## config.mk

```make
export PLATFORM = sky130hd
export DESIGN_NAME = uart_rx_flat
export DESIGN_NICKNAME = d
export VERILOG_FILES = /design/src/rtl/uart_rx_if.sv /design/src/rtl/uart_rx.sv /design/src/flat_wrapper.sv
export SDC_FILE = /design/constraint.sdc
export NUM_CORES = 1
export LEC_CHECK = 0
export ABC_AREA = 1
export BUFFER_PORTS_ARGS = -buffer_cell sky130_fd_sc_hd__clkbuf_2
export CAP_MARGIN = 5
export CORE_UTILIZATION = 60
export DETAILED_ROUTE_END_ITERATION = 7
export PLACE_DENSITY = 0.89
export SLEW_MARGIN = 15
export SYNTH_ARGS = -nofsm -noshare
export SYNTH_HDL_FRONTEND = slang
export SYNTH_SLANG_ARGS = --single-unit
```

## constraint.sdc

```tcl
create_clock -name clk -period 1.7 [get_ports clk]
set_input_delay 0.34 -clock clk [delete_from_list [all_inputs] [get_ports clk]]
set_output_delay 0.34 -clock clk [all_outputs]
set_load 0.02 [all_outputs]
```

## src/rtl/uart_rx_if.sv

```systemverilog
// Receive-side bundle of the 8N1 UART receiver: received byte, its strobes and busy.
// The master drives the bundle; the slave is the consuming core.
interface uart_rx_if;
  logic [7:0] rx_byte;
  logic       rx_valid;
  logic       frame_err;
  logic       busy;

  modport master (
    output rx_byte,
    output rx_valid,
    output frame_err,
    output busy
  );

  modport slave (
    input rx_byte,
    input rx_valid,
    input frame_err,
    input busy
  );
endinterface

```

## src/rtl/uart_rx.sv

```systemverilog
// 8N1 UART receiver: two-flop synchroniser, falling-edge start detection,
// midpoint sampling of every bit, one-cycle byte/framing-error strobes.
module uart_rx #(
  parameter int CLOCK_FREQ = 60000000,
  parameter int BAUD_RATE  = 9600
) (
  input  logic      clk,
  input  logic      rst,
  input  logic      rx,
  uart_rx_if.master bus
);

  localparam int BIT_PERIOD  = CLOCK_FREQ / BAUD_RATE;
  localparam int HALF_PERIOD = BIT_PERIOD / 2;
  localparam logic [15:0] BIT_LAST  = 16'(BIT_PERIOD - 1);
  localparam logic [15:0] HALF_LAST = 16'(HALF_PERIOD - 1);

  typedef enum logic [2:0] {
    IDLE       = 3'd0,
    START_BIT  = 3'd1,
    DATA_BITS  = 3'd2,
    STOP_BIT   = 3'd3,
    BREAK_WAIT = 3'd4
  } state_t;

  state_t      state_reg;
  logic        s1_reg;
  logic        s2_reg;
  logic        s2_d_reg;
  logic [1:0]  sync_fill_reg;
  logic        line_armed_reg;
  logic [15:0] baud_cnt_reg;
  logic [2:0]  bit_cnt_reg;
  logic [7:0]  shift_reg;
  logic [7:0]  rx_byte_reg;
  logic        rx_valid_reg;
  logic        frame_err_reg;
  logic        busy_reg;

  logic fall_edge;

  // The synchroniser resets to idle-high, so a line held low across reset would
  // look like a falling edge; starts are only armed once s2 has truly seen rx high.
  assign fall_edge = line_armed_reg & s2_d_reg & ~s2_reg;

  always_ff @(posedge clk or negedge rst) begin
    if (!rst) begin
      state_reg      <= IDLE;
      s1_reg         <= 1'b1;
      s2_reg         <= 1'b1;
      s2_d_reg       <= 1'b1;
      sync_fill_reg  <= 2'b00;
      line_armed_reg <= 1'b0;
      baud_cnt_reg   <= 16'd0;
      bit_cnt_reg    <= 3'd0;
      shift_reg      <= 8'd0;
      rx_byte_reg    <= 8'd0;
      rx_valid_reg   <= 1'b0;
      frame_err_reg  <= 1'b0;
      busy_reg       <= 1'b0;
    end else begin
      s1_reg        <= rx;
      s2_reg        <= s1_reg;
      s2_d_reg      <= s2_reg;
      sync_fill_reg <= {sync_fill_reg[0], 1'b1};
      if (sync_fill_reg[1] && s2_reg) begin
        line_armed_reg <= 1'b1;
      end

      rx_valid_reg  <= 1'b0;
      frame_err_reg <= 1'b0;

      case (state_reg)
        IDLE: begin
          busy_reg     <= 1'b0;
          baud_cnt_reg <= 16'd0;
          bit_cnt_reg  <= 3'd0;
          if (fall_edge) begin
            state_reg <= START_BIT;
            busy_reg  <= 1'b1;
          end
        end

        START_BIT: begin
          if (baud_cnt_reg == HALF_LAST) begin
            baud_cnt_reg <= 16'd0;
            if (!s2_reg) begin
              state_reg <= DATA_BITS;
            end else begin
              state_reg <= IDLE;
              busy_reg  <= 1'b0;
            end
          end else begin
            baud_cnt_reg <= baud_cnt_reg + 16'd1;
          end
        end

        DATA_BITS: begin
          if (baud_cnt_reg == BIT_LAST) begin
            baud_cnt_reg <= 16'd0;
            // LSB arrives first: shift right so it settles in bit 0.
            shift_reg    <= {s2_reg, shift_reg[7:1]};
            bit_cnt_reg  <= bit_cnt_reg + 3'd1;
            if (bit_cnt_reg == 3'd7) begin
              state_reg <= STOP_BIT;
            end
          end else begin
            baud_cnt_reg <= baud_cnt_reg + 16'd1;
          end
        end

        STOP_BIT: begin
          if (baud_cnt_reg == BIT_LAST) begin
            baud_cnt_reg <= 16'd0;
            if (s2_reg) begin
              rx_byte_reg  <= shift_reg;
              rx_valid_reg <= 1'b1;
              state_reg    <= IDLE;
              busy_reg     <= 1'b0;
            end else begin
              frame_err_reg <= 1'b1;
              state_reg     <= BREAK_WAIT;
            end
          end else begin
            baud_cnt_reg <= baud_cnt_reg + 16'd1;
          end
        end

        BREAK_WAIT: begin
          baud_cnt_reg <= 16'd0;
          bit_cnt_reg  <= 3'd0;
          if (s2_reg) begin
            state_reg <= IDLE;
            busy_reg  <= 1'b0;
          end
        end

        default: begin
          state_reg    <= IDLE;
          busy_reg     <= 1'b0;
          baud_cnt_reg <= 16'd0;
          bit_cnt_reg  <= 3'd0;
        end
      endcase
    end
  end

  assign bus.rx_byte   = rx_byte_reg;
  assign bus.rx_valid  = rx_valid_reg;
  assign bus.frame_err = frame_err_reg;
  assign bus.busy      = busy_reg;

endmodule

```

## src/flat_wrapper.sv

```systemverilog
// flat-port wrapper written by rule: the top's interface ports become plain ports
module uart_rx_flat 
#(
  parameter int CLOCK_FREQ = 60000000,
  parameter int BAUD_RATE  = 9600
)
  (clk, rst, rx, bus_rx_byte, bus_rx_valid, bus_frame_err, bus_busy);
  uart_rx_if bus_i ();
  input  logic clk;
  input  logic rst;
  input  logic rx;
  output wire logic [$bits(bus_i.rx_byte)-1:0] bus_rx_byte;
  output wire logic [$bits(bus_i.rx_valid)-1:0] bus_rx_valid;
  output wire logic [$bits(bus_i.frame_err)-1:0] bus_frame_err;
  output wire logic [$bits(bus_i.busy)-1:0] bus_busy;
  assign bus_rx_byte = bus_i.rx_byte;
  assign bus_rx_valid = bus_i.rx_valid;
  assign bus_frame_err = bus_i.frame_err;
  assign bus_busy = bus_i.busy;
  uart_rx #(.CLOCK_FREQ(CLOCK_FREQ), .BAUD_RATE(BAUD_RATE)) u_core (.clk(clk), .rst(rst), .rx(rx), .bus(bus_i));
endmodule
```

==> impl_metrics.yaml, run 1 <==
floorplan:
  width_of_the_chip_um: 65.3
  std_cell_rows: 22
  fp.dieH_um: 65.3
  top_level_ports: 14
  floorplan.core_area_mm2: 0.00374
  die_area_mm2: 0.00427
  initial_core_util: 0.643
route:
  drt-total-wl_um: 4530
  dr.first_iter.drc_count: 114
  firstDrtPassIters: 4
  via_per_inst: 5.26
  ant_nets: 0
  route.detailed.drc: 0
  detail_route.wl_per_cell_um: 13.3
  vias: 1789
global_routing:
  grt_first_pass_wirelength_um: 7360
  grt_remaining_overflow: 0
  overall_track_demand_over_capacity_in_global_routing: 0.234
  grt_antenna_before_repair: 0
  grt_util_met1: 0.276
  first_global_vias: 1716
  use_met3: 0.0590
  pin_count_of_the_biggest_net_entering_global_routing: 48
  groute.layer.met2.usage: 0.410
  grt_most_used_layer: "met2"
clocking:
  clkLatencyLatePin_ns: 0.30
  max-clock-path-buffers: 2
  cts-buffers-inserted: 5
  total_number_of_h_tree_levels: 2
  tritoncts: "done"
  clk_transition_reported_paths_ns: 0.09
  clock_tree.root_cell: "clkbuf_8"
  clkSinkCount: 47
  postCtsHoldBufs: 0
worst_setup_path:
  worst-endpoint-required_ns: 1.89
  rr_worst_depth: 11
  worst-r2r-setup-slack_ns: 0.07
  worst-setup-path-type: "reg -> reg"
  arrival_ns: 1.83
  r2r_end: "u_core.baud_cnt_reg[8]$_DFF_PN0_"
  crit-reg2reg-launch: "u_core.baud_cnt_reg[1]$_DFF_PN0_"
  timing.critical_path.from_type: "flop"
  setup.worst_path.end_class: "flop"
  crit_path_max_fanout: 7
final_layout:
  n_fill_cell: 260
  num_antenna_cells: 0
  area_of_the_multi_input_gates_mm2: 0.00111
  final-seq-area_mm2: 0.00118
  largest_reg_flops: 16
  drive_gt1_frac: 0.271
  final_nets: 299
  area_growth_pct: 13.7
  final_core_utilization: 0.731
power_and_ir_drop:
  pwr_density_cell_mw_per_mm2: 1160
  p_leak_nw: 1.35
  vdd_drop_max_mv: 0.630
yosys:
  synth_seq_area_share: 0.490
  synth_warnings: 0
  synth_nets: 271
  synth.cell_area_mm2: 0.00241
  postSynth.asyncResetShare: 1.00
  synth_area_leader_cell: "dfrtp_1"
  yosys-top-cells-count: "nand2_1 (69), dfrtp_1 (44), nand3_1 (21)"
  yosys_most_used_dff: "dfrtp_1"
  synth_top_cells_by_area: "dfrtp_1 (46%), nand2_1 (11%), nor2_4 (8.0%)"
  synth_top_cell_area_share: 0.457
  ys_types: 32
  yosys.cell_count.top_type: "nand2_1"
  ys_seq_elements: 47
  syn_area_per_cell_um2: 9.15
  postSynthCellCount: 263
  synth_enable_flop_cells: 0
sta:
  setup_ws_ns: 0.0658
  clock_skew_ns: 0.00795
  setup_viol: 0
  timing.final.crit_period_ns: 1.63
  max_freq_mhz: 612
  finalHoldViolCount: 0
  slew_viol_final: 0
  min_period_over_period: 0.961
placement:
  dp_hpwl_um: 3060
  pre_cts_slack_ns: 0.0563
  gp_routability_congestion: 0.862
  io_buffers: 13
status:
  result_of_the_run: "completed"
min_path:
  min-delay-path-class: "in -> async"
flow_run:
  timing.max_cap.violations: 0
## power breakdown
group	internal (mW)	switching [mW]	total (mW)	leakage, nW
Combinational	0.464	0.692	1.16	0.672
Clock	0.332	0.376	0.708	0.0474
Sequential	1.20	0.105	1.30	0.628
Total	1.99	1.17	3.17	1.35
## timing repair
action,in CTS,in global routing
setup buffers,0,6
resized for setup,0,7
setup endpoints to repair,0,15
## final cells by class
type                       instances  area share
clock inverter                     2     0.00594
sequential                        47       0.432
timing repair buffer              24      0.0677
tap                               48      0.0219
multi-input combinational        188       0.405
inverter                          25      0.0375
clock buffer                       6      0.0302
## metrics by stage
step                cells  hold WS [ns]  setup TNS [ns]  power, mW  instance area [um^2]
floorplan             263        0.0444               0       2.07                  2410
global route          340        0.0197         -0.0682       3.35                  2740
CTS                   334        0.0145               0       2.99                  2660
detailed placement    326         0.337               0       2.29                  2560
global placement      326         0.334               0       2.25                  2560
finish                340       0.00198               0       3.17                  2740
## cells by family after synthesis
group / share of synthesized area
other: 0.00156
buffers and inverters: 0.0567
and+or+nand+nor: 0.351
adders and majority gates: 0.0260
xor gates and xnor gates: 0.0400
DFF: 0.490
AOI/OAI and AO/OA: 0.0348
## cell usage in the layout (no fill, tap or decap), types with 6 or more instances in the layout
cell / synthesis / final
nand2_2: 6 / 6
nand4_1: 7 / 7
dfrtp_1: 44 / 43
buf_4: 1 / 8
o21ai_0: 7 / 7
clkbuf_2: 0 / 13
clkbuf_8: 0 / 6
xor2_1: 9 / 9
nor2_4: 17 / 18
inv_1: 18 / 17
nand3_1: 21 / 21
nor2_1: 19 / 19
nand2_1: 69 / 69
## worst max path at each step
stage / cells after the start / slack [ns] / end / start
6_report: 11 / 0.07 / u_core.baud_cnt_reg[8]$_DFF_PN0_ / u_core.baud_cnt_reg[1]$_DFF_PN0_
5_1_grt: 11 / -0.01 / u_core.baud_cnt_reg[8]$_DFF_PN0_ / u_core.baud_cnt_reg[1]$_DFF_PN0_
4_1_cts: 10 / 0.04 / u_core.baud_cnt_reg[8]$_DFF_PN0_ / u_core.baud_cnt_reg[1]$_DFF_PN0_
3_5_place_dp: 10 / 0.06 / u_core.baud_cnt_reg[8]$_DFF_PN0_ / u_core.baud_cnt_reg[1]$_DFF_PN0_
3_3_place_gp: 10 / 0.13 / u_core.baud_cnt_reg[5]$_DFF_PN0_ / u_core.baud_cnt_reg[1]$_DFF_PN0_
2_1_floorplan: 10 / 0.23 / u_core.baud_cnt_reg[2]$_DFF_PN0_ / u_core.baud_cnt_reg[1]$_DFF_PN0_
## critical path, stage by stage, from the launching register on
cell     delay, ns
dfrtp_1       0.42
inv_2         0.10
buf_4         0.11
ha_1          0.12
nand3_1       0.14
nor2_4        0.14
nand2_2       0.07
nand2_4       0.10
nand2_4       0.09
inv_8         0.08
buf_12        0.14
nor2_4        0.04
## routing by layer
metal,share of wire,wire [um],vias to the layer above
met5,0,0,-
met4,0.013,61,0
met3,0.046,207,8
met2,0.51,2310,58
met1,0.43,1960,842
li1,-,-,881
Note: power is estimated with default switching activity, not from simulation.
==> run 2: changes to the inputs <==
Settings changed: ABC_AREA 1 to not set, CORE_UTILIZATION 60 to 59, PLACE_DENSITY 0.89 to 0.88.
==> run 2 against run 1 <==
Against the previous run:
- the flow now finishes with violations (negative setup slack)
- sequential share of layout area is 2.2 points lower
- global-route usage is 6.8 points higher
- wire length is 30% higher
- register-to-register slack worse by 0.36 ns
- via count is 4.4% lower
- count of clock-buffer cells in the layout is 1 lower
- final area is 5.2% higher
- worst setup slack worse by 0.36 ns
==> impl_metrics.yaml, run 2 <==
sta:
  slew_viol_final: 0
  timing.final.crit_period_ns: 2.00
  rsz_0062_raised_after_global_routing: "yes"
  min_period_over_period: 1.17
  final_total_negative_setup_slack_ns: -6.80
  setup_viol: 37
  finalHoldViolCount: 0
  clock_skew_ns: 0.00921
  setup_ws_ns: -0.296
  fin_worst_hold_slack_ns: 0.114
  max_freq_mhz: 501
  worst-slew-pin-transition_ns: 0.579
  maxSlewHeadroom: 0.614
global_routing:
  grt_antenna_before_repair: 0
  grt_first_pass_wirelength_um: 8780
  pin_count_of_the_biggest_net_entering_global_routing: 48
  first_global_vias: 1753
  grt_remaining_overflow: 0
  overall_track_demand_over_capacity_in_global_routing: 0.302
floorplan:
  fp.dieH_um: 62.7
  floorplan.core_area_mm2: 0.00344
  std_cell_rows: 21
  top_level_ports: 14
  width_of_the_chip_um: 62.7
  die_area_mm2: 0.00393
  initial_core_util: 0.631
yosys:
  fraction_of_synthesized_cell_area_in_xor_and_xnor_cells: 0.0444
  syn_area_per_cell_um2: 11.8
  ys_seq_elements: 47
  synth_top_cells_by_area: "dfrtp_1 (51%), mux2_2 (8.3%), dfstp_2 (3.6%)"
  synth_area_leader_cell: "dfrtp_1"
  yosys-top-cells-count: "dfrtp_1 (44), nor2_1 (18), mux2_2 (16)"
  synth_nets: 192
  synth_simple_gate_area_frac: 0.191
  yosys_most_used_dff: "dfrtp_1"
  ys_types: 50
  synth_enable_flop_cells: 0
  synth_top_cell_area_share: 0.507
  yosys.cell_count.top_type: "dfrtp_1"
  synth_warnings: 0
  synth_adder_area_share: 0.0288
  postSynthCellCount: 184
  postSynth.asyncResetShare: 1.00
  synth_seq_area_share: 0.543
  yosys-mux-area-fraction: 0.0968
  synth.cell_area_mm2: 0.00217
  synth_compound_area_frac: 0.0685
  main_combinational_cell_family_by_area_after_synthesis: "simple AND/OR/NAND/NOR gates"
worst_setup_path:
  crit-reg2reg-launch: "u_core.baud_cnt_reg[1]$_DFF_PN0_"
  critPathSlowestCell: "dfrtp_1"
  critical_path.cell_chain: "inv_2 > buf_6 > ha_4 > nor4b_4 > nand4_1 > buf_4 > a32oi_4 > clkbuf_16 > nor2_1"
  arrival_ns: 2.19
  worst-setup-path-type: "reg -> reg"
  crit_path_max_fanout: 8
  worst-endpoint-required_ns: 1.90
  critPathMaxStageDelay_ns: 0.41
  worst-r2r-setup-slack_ns: -0.30
  setup.worst_path.end_class: "flop"
  rr_worst_depth: 9
  timing.critical_path.from_type: "flop"
  r2r_end: "u_core.baud_cnt_reg[12]$_DFF_PN0_"
route:
  route.detailed.drc: 0
  detail_route.wl_per_cell_um: 20.9
  ant_nets: 0
  drt-total-wl_um: 5890
  via_per_inst: 6.07
  firstDrtPassIters: 4
  vias: 1711
  dr.first_iter.drc_count: 172
clocking:
  total_number_of_h_tree_levels: 2
  cts-buffers-inserted: 5
  clkSinkCount: 47
  clock_tree.root_cell: "clkbuf_8"
  postCtsHoldBufs: 0
  clk_transition_reported_paths_ns: 0.09
  clkLatencyLatePin_ns: 0.30
  tritoncts: "done"
  max-clock-path-buffers: 2
placement:
  place_area_mm2: 0.00251
  dp_hpwl_um: 3150
  pre_cts_slack_ns: -0.284
  gp_routability_congestion: 0.843
  io_buffers: 13
final_layout:
  final_cell_mix: "dfrtp_1 (44), buf_4 (30), nor2_1 (16)"
  final_core_utilization: 0.836
  area_growth_pct: 32.5
  area_of_the_multi_input_gates_mm2: 0.00110
  num_antenna_cells: 0
  most_common_library_cell_in_the_layout_ignoring_fill_and_taps: "dfrtp_1"
  final-seq-area_mm2: 0.00118
  drive_gt1_frac: 0.453
  n_fill_cell: 166
  final_cell_area_mm2: 0.00288
  final_nets: 243
  largest_reg_flops: 16
power_and_ir_drop:
  p_leak_nw: 1.33
  vdd_drop_max_mv: 1.04
  pwr_density_cell_mw_per_mm2: 1120
min_path:
  min-delay-path-class: "in -> async"
status:
  violations: "negative setup slack"
  result_of_the_run: "finished with violations"
flow_run:
  timing.max_cap.violations: 0
-- run 2: changes by cell type in the layout (fill, tap and decap cells not counted), moves of 4 or more --
cell / change
buf_6: +4
xnor2_1: +4
inv_1: -11
nand2_4: -5
buf_4: +22
nor2_4: -16
xor2_1: -4
mux2_2: +8
nand2_2: -5
mux2_4: +8
nand2_1: -61
nand3_1: -15
-- run 2: how the worst max path moves through the flow --
stage | from | end | slack, ns
global route | u_core.baud_cnt_reg[0]$_DFF_PN0_ | u_core.baud_cnt_reg[10]$_DFF_PN0_ | -0.38
detailed placement | u_core.baud_cnt_reg[1]$_DFF_PN0_ | u_core.state_reg[1]$_DFFE_PN0P_ | -0.28
floorplan | u_core.baud_cnt_reg[1]$_DFF_PN0_ | u_core.bus.rx_byte[0]$_DFFE_PN0P_ | 0.01
finish | u_core.baud_cnt_reg[1]$_DFF_PN0_ | u_core.baud_cnt_reg[12]$_DFF_PN0_ | -0.30
global placement | u_core.baud_cnt_reg[1]$_DFF_PN0_ | u_core.state_reg[1]$_DFFE_PN0P_ | -0.12
CTS | u_core.baud_cnt_reg[14]$_DFF_PN0_ | u_core.shift_reg[6]$_DFFE_PN0P_ | -0.09
-- run 2: kinds of logic after synthesis --
kind of cell | Yosys count
xor gates and xnor gates | 11
buffers and inverters | 13
muxes | 19
adders and majority gates | 5
and+or+nand+nor | 68
DFF | 47
other | 1
AOI/OAI and AO/OA | 20
-- run 2: timing repair --
item                                    CTS  global route
setup buffers                             5             1
endpoints found under the setup margin   35            38
pin swaps                                 6             2
gates resized for setup                  16            18
cloned                                    1             1
-- run 2: final cells by class --
cell class / instances / share of cell area
Sequential cell: 47 / 0.410
Timing Repair Buffer: 49 / 0.132
Clock buffer: 5 / 0.0239
Multi-Input combinational cell: 125 / 0.382
Tap cell: 46 / 0.0200
Inverter: 7 / 0.00913
Clock inverter: 3 / 0.0235
-- run 2: power breakdown --
group          internal (mW)  switching [mW]  leakage (nW)  total, mW
registers               1.21           0.147         0.624       1.36
logic                  0.443           0.473         0.643      0.916
clock network          0.586           0.374        0.0644      0.960
-- run 2: per-layer routing --
metal | vias up | share of wire | GRT usage
li1 | 752 | - | -
met3 | 12 | 0.054 | 0.0839
met4 | 0 | 0.020 | 0.0988
met1 | 870 | 0.38 | 0.360
met2 | 77 | 0.54 | 0.526
met5 | - | 0 | 0
-- run 2: stage by stage --
| stage | power, mW | instances |
|---|---|---|
| floorplan | 1.69 | 184 |
| global placement | 1.95 | 266 |
| detailed placement | 2.01 | 266 |
| CTS | 3.08 | 280 |
| global route | 3.36 | 282 |
| finish | 3.23 | 282 |
-- run 2: worst max-delay path: cells and delay by family, from the launching register on --
kind | cells | cell delay (ns)
buf+inv | 4 | 0.59
simple gates | 3 | 0.50
flops | 1 | 0.41
compound gates | 1 | 0.28
fa+ha+maj | 1 | 0.11
==> run 3: changes to the inputs <==
Settings changed: BUFFER_PORTS_ARGS -buffer_cell sky130_fd_sc_hd__clkbuf_2 to -buffer_cell sky130_fd_sc_hd__buf_2.
==> run 3 against run 2 <==
Against the previous run:
- total power is 7.9% lower
- the flow still finishes with violations (negative setup slack)
- count of clock-buffer cells in the layout stayed put
- die area stayed put
- critical path type unchanged
- critical path depth is 1 lower
- cell count is 0.71% lower
- clock power is 12% lower
- via count is 3.6% lower
==> impl_metrics.yaml, run 3 (synthesis gave the netlist of run 2 again) <==
sta:
  maxSlewHeadroom: 0.616
  min_period_over_period: 1.11
  finalHoldViolCount: 0
  clock_skew_ns: 0.00613
  rsz_0062_raised_after_global_routing: "yes"
  setup_viol: 36
  timing.final.crit_period_ns: 1.88
  setup_ws_ns: -0.183
  slew_viol_final: 0
  max_freq_mhz: 531
  worst-slew-pin-transition_ns: 0.576
  final_total_negative_setup_slack_ns: -4.81
  fin_worst_hold_slack_ns: 0.114
worst_setup_path:
  worst-r2r-setup-slack_ns: -0.18
  rr_worst_depth: 8
  critical_path.cell_chain: "inv_2 > ha_1 > and3b_1 > nand4_1 > buf_4 > buf_6 > nor2_4 > mux2_4"
  worstPathBufferInverterCount: 3
  critPathSlowestCell: "dfrtp_1"
  arrival_ns: 2.07
  cp_top_family: "simple AND/OR/NAND/NOR gates"
  worst-setup-path-type: "reg -> reg"
  timing.critical_path.from_type: "flop"
  critPathMaxStageDelay_ns: 0.41
  crit_path_max_fanout: 6
  worst-endpoint-required_ns: 1.89
  r2r_end: "u_core.bus.rx_byte[5]$_DFFE_PN0P_"
  crit-reg2reg-launch: "u_core.baud_cnt_reg[1]$_DFF_PN0_"
  setup.worst_path.end_class: "flop"
clocking:
  tritoncts: "done"
  clock_tree.root_cell: "clkbuf_8"
  total_number_of_h_tree_levels: 2
  clk_transition_reported_paths_ns: 0.09
  cts-buffers-inserted: 5
  clkLatencyLatePin_ns: 0.30
  max-clock-path-buffers: 2
  clkSinkCount: 47
placement:
  io_buffers: 13
  dp_hpwl_um: 3400
  gp_routability_congestion: 0.792
power_and_ir_drop:
  p_leak_nw: 1.33
  share_seq_of_total_power: 0.450
  total_switching_power_uw: 946
  p_int_mw: 2.03
  combPwrFrac: 0.267
  vdd_drop_max_mv: 0.841
  pwr_density_cell_mw_per_mm2: 1070
  clock_power_share: 0.283
  power.share.switching: 0.318
final_layout:
  n_fill_cell: 187
  final-seq-area_mm2: 0.00118
  area_of_the_multi_input_gates_mm2: 0.00107
  final_nets: 241
  area_growth_pct: 28.6
  final_cell_mix: "dfrtp_1 (44), buf_4 (31), nor2_1 (17)"
  drive_gt1_frac: 0.432
  most_common_library_cell_in_the_layout_ignoring_fill_and_taps: "dfrtp_1"
  largest_reg_flops: 16
  num_antenna_cells: 0
global_routing:
  groute.layer.met2.usage: 0.514
  grt_first_pass_wirelength_um: 8640
  grt_most_used_layer: "met2"
  overall_track_demand_over_capacity_in_global_routing: 0.295
  grt_remaining_overflow: 0
  grt_antenna_before_repair: 0
  pin_count_of_the_biggest_net_entering_global_routing: 48
  use_met3: 0.0584
  grt_util_met1: 0.354
  first_global_vias: 1707
route:
  route.detailed.drc: 0
  firstDrtPassIters: 4
  drt-total-wl_um: 5500
  via_per_inst: 5.89
  dr.first_iter.drc_count: 133
  vias: 1649
  detail_route.wl_per_cell_um: 19.7
  ant_nets: 0
floorplan:
  die_area_mm2: 0.00393
  floorplan.core_area_mm2: 0.00344
  fp.dieH_um: 62.7
  top_level_ports: 14
  width_of_the_chip_um: 62.7
  std_cell_rows: 21
  initial_core_util: 0.631
status:
  violations: "negative setup slack"
  result_of_the_run: "finished with violations"
flow_run:
  timing.max_cap.violations: 0
min_path:
  min-delay-path-class: "in -> async"
[run 3: power by group through the flow]
stage	combinational (mW)	sequential [mW]	clock, mW
2_1_floorplan	0.362	1.33	0
3_5_place_dp	0.670	1.34	0
3_3_place_gp	0.631	1.32	0
5_1_grt	0.854	1.35	0.897
4_1_cts	0.742	1.33	0.839
6_report	0.795	1.34	0.841
[run 3: through the flow]
| step | utilization | area, um^2 | worst slack (ns) | std cells | power, mW |
|---|---|---|---|---|---|
| final | 0.811 | 2790 | -0.183 | 280 | 2.98 |
| after global routing | 0.811 | 2790 | -0.254 | 280 | 3.10 |
| after CTS | 0.790 | 2720 | -0.147 | 278 | 2.91 |
| after detailed placement | 0.728 | 2510 | -0.396 | 265 | 2.01 |
| after global placement | 0.728 | 2510 | -0.112 | 265 | 1.96 |
| after floorplan | - | 2190 | 0.0106 | 184 | 1.69 |
[run 3: layout make-up]
| type | instances | share of cell area |
|---|---|---|
| multi-input cells | 125 | 0.384 |
| inverters | 7 | 0.00941 |
| clock inverters | 3 | 0.0170 |
| clock buffers | 5 | 0.0246 |
| flip-flops and latches | 47 | 0.422 |
| repair buffers | 47 | 0.122 |
| well taps | 46 | 0.0206 |
[run 3: per-layer routing]
layer  vias up  routed length (um)
li1        747                   -
met1       830                2090
met2        60                3050
met3        12                 255
met4         0                 109
met5         -                   0
[run 3: worst max-delay path by stage]
stage | endpoint | from | cells after the start
detailed placement | u_core.state_reg[1]$_DFFE_PN0P_ | u_core.baud_cnt_reg[1]$_DFF_PN0_ | 7
finish | u_core.bus.rx_byte[5]$_DFFE_PN0P_ | u_core.baud_cnt_reg[1]$_DFF_PN0_ | 8
floorplan | u_core.bus.rx_byte[0]$_DFFE_PN0P_ | u_core.baud_cnt_reg[1]$_DFF_PN0_ | 7
global placement | u_core.state_reg[1]$_DFFE_PN0P_ | u_core.baud_cnt_reg[1]$_DFF_PN0_ | 7
global route | u_core.bus.rx_byte[2]$_DFFE_PN0P_ | u_core.baud_cnt_reg[1]$_DFF_PN0_ | 8
CTS | u_core.shift_reg[1]$_DFFE_PN0P_ | u_core.baud_cnt_reg[9]$_DFF_PN0_ | 4
[run 3: timing repair]
action | CTS | global route
endpoints found under the setup margin | 35 | 40
gates resized for setup | 16 | 15
endpoints found under the hold margin | 0 | 0
hold buffers | 0 | 0
setup buffers | 4 | 3
cloned | 1 | 0
pin swaps | 3 | 2
